File: config.mk
export PLATFORM = sky130hd
export DESIGN_NAME = fios_result_collector
export DESIGN_NICKNAME = d
export VERILOG_FILES = /design/src/rtl/fios_result_collector.sv
export SDC_FILE = /design/constraint.sdc
export NUM_CORES = 1
export LEC_CHECK = 0
export ABC_CLOCK_PERIOD_IN_PS = 6600
export CAP_MARGIN = 30
export CORE_UTILIZATION = 51
export DETAILED_ROUTE_END_ITERATION = 7
export HOLD_SLACK_MARGIN = 0.03
export PLACE_DENSITY = 0.68
export SYNTH_ARGS = -nofsm -noshare
export SYNTH_HDL_FRONTEND = slang
export SYNTH_SLANG_ARGS = --single-unit
File: constraint.sdc
create_clock -name clock_i -period 6.6 [get_ports clock_i]
set_input_delay 0.66 -clock clock_i [delete_from_list [all_inputs] [get_ports clock_i]]
set_output_delay 0.66 -clock clock_i [all_outputs]
set_load 0.1 [all_outputs]
File: src/rtl/fios_result_collector.sv
// Tail of the FIOS PE chain: captures T word-serially, applies the final
// conditional subtraction (T >= p ? T-p : T) and streams the result LSW first.
module fios_result_collector #(
    parameter int unsigned N_WORDS = 16,
    parameter int unsigned WORD_W  = 17
) (
    input  logic              clock_i,
    input  logic              reset_i,
    input  logic              res_valid_i,
    input  logic [WORD_W-1:0] res_word_i,
    input  logic [WORD_W-1:0] p_word_i,
    output logic              ready_o,
    output logic              busy_o,
    output logic              out_valid_o,
    input  logic              out_ready_i,
    output logic [WORD_W-1:0] out_word_o,
    output logic              out_last_o,
    output logic              overrun_o
);

    localparam int unsigned IDX_W = (N_WORDS > 1) ? $clog2(N_WORDS) : 1;
    localparam int unsigned D_W   = WORD_W + 1;
    localparam logic [IDX_W-1:0] LAST_IDX = IDX_W'(N_WORDS - 1);

    typedef enum logic [1:0] {
        S_IDLE    = 2'd0,
        S_CAPTURE = 2'd1,
        S_DRAIN   = 2'd2
    } state_t;

    state_t             r_state;
    state_t             w_state_nxt;
    logic [IDX_W-1:0]   r_idx;
    logic [IDX_W-1:0]   w_idx_nxt;
    logic               r_borrow;
    logic               w_borrow_nxt;
    logic               r_sel;
    logic               w_sel_nxt;
    logic [WORD_W-1:0]  r_tbuf [N_WORDS];
    logic [WORD_W-1:0]  r_dbuf [N_WORDS];

    logic               r_ready;
    logic               r_busy;
    logic               r_out_valid;
    logic [WORD_W-1:0]  r_out_word;
    logic               r_out_last;
    logic               r_overrun;
    logic               w_ready_nxt;
    logic               w_busy_nxt;
    logic               w_out_valid_nxt;
    logic [WORD_W-1:0]  w_out_word_nxt;
    logic               w_out_last_nxt;
    logic               w_overrun_nxt;

    logic [D_W-1:0]     w_d;
    logic               w_accept;
    logic               w_cap_last;
    logic               w_out_fire;
    logic               w_drain_last;

    // One limb of the multi-word subtraction, borrow rippling LSW to MSW.
    assign w_d          = {1'b0, res_word_i} - {1'b0, p_word_i} - D_W'(r_borrow);
    assign w_accept     = res_valid_i && (r_state != S_DRAIN);
    assign w_cap_last   = w_accept && (r_idx == LAST_IDX);
    assign w_out_fire   = r_out_valid && out_ready_i;
    assign w_drain_last = w_out_fire && (r_idx == LAST_IDX);

    always_ff @(posedge clock_i) begin
        if (reset_i) begin
            r_state <= S_IDLE;
        end else begin
            r_state <= w_state_nxt;
        end
    end

    always_comb begin
        w_state_nxt  = r_state;
        w_idx_nxt    = r_idx;
        w_borrow_nxt = r_borrow;
        w_sel_nxt    = r_sel;
        case (r_state)
            S_IDLE, S_CAPTURE: begin
                if (w_accept) begin
                    w_borrow_nxt = w_d[WORD_W];
                    if (w_cap_last) begin
                        w_state_nxt = S_DRAIN;
                        w_idx_nxt   = '0;
                        w_sel_nxt   = ~w_d[WORD_W];
                    end else begin
                        w_state_nxt = S_CAPTURE;
                        w_idx_nxt   = r_idx + IDX_W'(1);
                    end
                end
            end
            S_DRAIN: begin
                if (w_drain_last) begin
                    w_state_nxt  = S_IDLE;
                    w_idx_nxt    = '0;
                    w_borrow_nxt = 1'b0;
                end else if (w_out_fire) begin
                    w_idx_nxt = r_idx + IDX_W'(1);
                end
            end
            default: begin
                w_state_nxt = S_IDLE;
                w_idx_nxt   = '0;
            end
        endcase
    end

    // Outputs are precomputed from next state so the word is ready the cycle after the last capture.
    always_comb begin
        w_ready_nxt     = (w_state_nxt != S_DRAIN);
        w_busy_nxt      = (w_state_nxt != S_IDLE);
        w_out_valid_nxt = (w_state_nxt == S_DRAIN);
        w_out_word_nxt  = '0;
        w_out_last_nxt  = 1'b0;
        w_overrun_nxt   = r_overrun | (res_valid_i && (r_state == S_DRAIN));
        if (w_out_valid_nxt) begin
            w_out_word_nxt = w_sel_nxt ? r_dbuf[w_idx_nxt] : r_tbuf[w_idx_nxt];
            w_out_last_nxt = (w_idx_nxt == LAST_IDX);
        end
    end

    always_ff @(posedge clock_i) begin
        if (reset_i) begin
            r_idx       <= '0;
            r_borrow    <= 1'b0;
            r_sel       <= 1'b0;
            r_ready     <= 1'b1;
            r_busy      <= 1'b0;
            r_out_valid <= 1'b0;
            r_out_word  <= '0;
            r_out_last  <= 1'b0;
            r_overrun   <= 1'b0;
        end else begin
            r_idx       <= w_idx_nxt;
            r_borrow    <= w_borrow_nxt;
            r_sel       <= w_sel_nxt;
            r_ready     <= w_ready_nxt;
            r_busy      <= w_busy_nxt;
            r_out_valid <= w_out_valid_nxt;
            r_out_word  <= w_out_word_nxt;
            r_out_last  <= w_out_last_nxt;
            r_overrun   <= w_overrun_nxt;
        end
    end

    // Result buffers carry no reset; they are always rewritten before being drained.
    always_ff @(posedge clock_i) begin
        if (!reset_i && w_accept) begin
            r_tbuf[r_idx] <= res_word_i;
            r_dbuf[r_idx] <= w_d[WORD_W-1:0];
        end
    end

    assign ready_o     = r_ready;
    assign busy_o      = r_busy;
    assign out_valid_o = r_out_valid;
    assign out_word_o  = r_out_word;
    assign out_last_o  = r_out_last;
    assign overrun_o   = r_overrun;

endmodule
==> reports/metrics.csv <==
metric,value,unit
yosysTopAreaCell,edfxtp_1,
min_from,overrun_o$_SDFF_PP0_,
critPathKind,in -> reg,
seq_area_frac_synth,70.8,%
numPlacedInstances,2066,
power,8.13,mW
grt_remaining_overflow,0,
clk_pin_slew_worst_paths,0.06,ns
clockRootBuffer,clkbuf_16,
cp_data_required_time,7.04,ns
ys_top_cells_by_count,"edfxtp_1, mux2i_1, nand2_1",
grt_pass1_vias,12300,
syn_inst,1434,
maxCapViolCount,0,
ant_nets,0,
critPathArrivalTime,5.03,ns
layout-drive-gt1-share,14.2,%
io_buffers,59,
hold_ws,0.488,ns
hp-class,reg -> reg,
post-route-cell-area,27400,um2
setup_viol,0,
rows,79,
dpl.hpwl,29600,um
holdPathEnd,overrun_o$_SDFF_PP0_,
fin_ws,2.02,ns
min_path_cells,2,
slew_viol_final,0,
synth_cell_types,56,
final-hold-violation-count,0,
synth.avg_cell_area,16.7,um2
dpl-instance-area,25500,um2
cts_hold_buf,0,
synth_top_area_share,68.3,%
post-route-util,58.9,%
fill_cells,3465,
synth_async_sr_flop_share,0,%
die_y,219,um
finClkSkew,0.0112,ns
rsz0062_at_grt,false,
drc,0,
vdd_ir_drop_max,220,uV
cts_resized,0,
synth_nets,1510,
worstReg2RegEnd,out_word_o[0]$_SDFF_PP0_,
synth-edff-count,544,
dr.pass1.iters,5,
antenna_found_initial,0,
die_width,219,um
rr_startpoint,r_borrow$_SDFFE_PP0P_,
synth_warnings,0,
viasPerCell,5.82,
multi_input_area,6540,um2
cts_max_level,2,
critPathCaptureType,flop,
clockBufferDepth,3,
post_cts_buffers,0,
finalWeightedCongestion,0.870,
outcome,completed,
via_count,12700,
syn_area,23900,um2
drtIter0Drc,1085,
r2r_slack,2.63,ns
regArea,16900,um2
cts.sinks,574,
wl,52700,um
p_leak,9.83,nW
synth.most_common_cell,edfxtp_1,
fin_cells,2174,
cts_tree,built,
synth.area.top_cells,"edfxtp_1, mux2i_1, mux4_2",
finalCriticalPeriod,4.58,ns
cts-buffers-inserted,57,
ioPinCount,60,
setup_tns,0,ns
die-area,47800,um2
worstSkewPairLatency,0.60,ns
startpoint_type,input port,
grt_use_total,22.5,%
ys_ff_latch,574,
critPathMaxFanout,17,
relSlewSlack,30.0,%
num_antenna_cells,0,
grt_max_degree,116,
coreArea,46500,um2
syn2layout_area_growth,14.3,%
period_share,69.5,%
wire_per_inst,24.3,um
start_util,51.5,%
ys.flop_type,edfxtp_1,
nNetsFinal,1596,
fmax,0.218,GHz
power_density,297,nW/um2
grt_pass1_wl,77900,um
reg2reg_depth,12,
worst_pin_slew,1.05,ns
detailedPlace.worstSlack,1.45,ns
## registers in the layout (all words and copies together) (netlist names), named ones only
name,cells
out_last_o,1
out_word_o,17
overrun_o,1
busy_o,1
r_borrow,1
r_tbuf,272
ready_o,1
out_valid_o,1
r_idx,4
r_dbuf,272
r_state,2
## cell usage in the layout, fill, tap and decap left out, types with 9 or more instances in the layout
cell type,netlist,layout
a211oi_1,70,70
a21oi_1,14,14
buf_4,17,40
clkbuf_1,33,9
clkbuf_16,0,59
clkdlybuf4s50_1,0,59
clkinv_1,0,15
clkinv_2,0,15
dfxtp_1,30,30
edfxtp_1,544,544
ha_1,36,36
inv_1,55,55
mux2_1,12,12
mux2_2,22,22
mux2i_1,205,205
mux4_2,34,34
nand2_1,84,84
nor2_1,25,14
nor2_4,0,11
nor2b_1,42,42
o211a_1,34,34
o22ai_2,10,10
o31ai_1,36,36
xnor2_1,9,9
## where the power goes
group	internal [mW]	leakage (nW)	total, mW	switching (mW)
clock network	1.82	0.899	3.14	1.32
logic	0.302	3.78	0.819	0.516
registers	4.17	5.14	4.18	0.00891
total	6.29	9.83	8.13	1.84
## cell families (layout without fill, tap and decap cells)
| family | count (synthesis) | count (layout) | synth area share, % |
|---|---|---|---|
| AO/OA/AOI/OAI | 205 | 205 | 6.83 |
| multiplexers | 273 | 273 | 13.4 |
| AND/OR/NAND/NOR | 191 | 191 | 3.82 |
| buffers and inverters | 137 | 270 | 2.56 |
| XOR/XNOR | 16 | 16 | 0.586 |
| adder cells (fa/ha/maj) | 38 | 38 | 2.05 |
| flip-flops | 574 | 574 | 70.8 |
## worst max-delay path, cell delays in order
cell	delay [ns]
clkdlybuf4s50_1	0.78
fa_1	0.73
inv_1	0.05
ha_1	0.17
o21ai_1	0.12
nand3b_1	0.15
o311a_1	0.34
a221o_1	0.42
a21oi_4	0.24
mux2i_1	0.35
or3_1	0.80
o22ai_1	0.21
## cell type report
| class | count | area share [%] |
|---|---|---|
| clock inverter | 38 | 1.12 |
| clock buffer | 68 | 5.52 |
| inverter | 55 | 0.755 |
| multi-input combinational | 723 | 23.9 |
| timing repair buffer | 109 | 4.02 |
| sequential | 574 | 61.9 |
| tap | 607 | 2.78 |
## routing by layer
metal	track usage [%]	wire length (um)	vias to the layer above
li1	-	-	5775
met1	30.4	22700	6452
met2	37.6	26100	350
met3	3.48	2600	75
met4	6.57	1360	0
met5	0	0	-
## how the worst max path moves through the flow
stage / from / to / slack [ns]
after detailed placement: res_word_i[0] / out_word_o[0]$_SDFF_PP0_ / 1.45
after CTS: res_word_i[0] / out_word_o[0]$_SDFF_PP0_ / 2.08
final: res_word_i[0] / out_word_o[0]$_SDFF_PP0_ / 2.02
after global placement: res_word_i[0] / out_word_o[14]$_SDFF_PP0_ / 1.64
after global routing: res_word_i[3] / r_dbuf[9][16]$_DFFE_PP_ / 1.71
after floorplan: res_valid_i / r_dbuf[1][0]$_DFFE_PP_ / 2.31
Power figures use the tool's default switching activity.
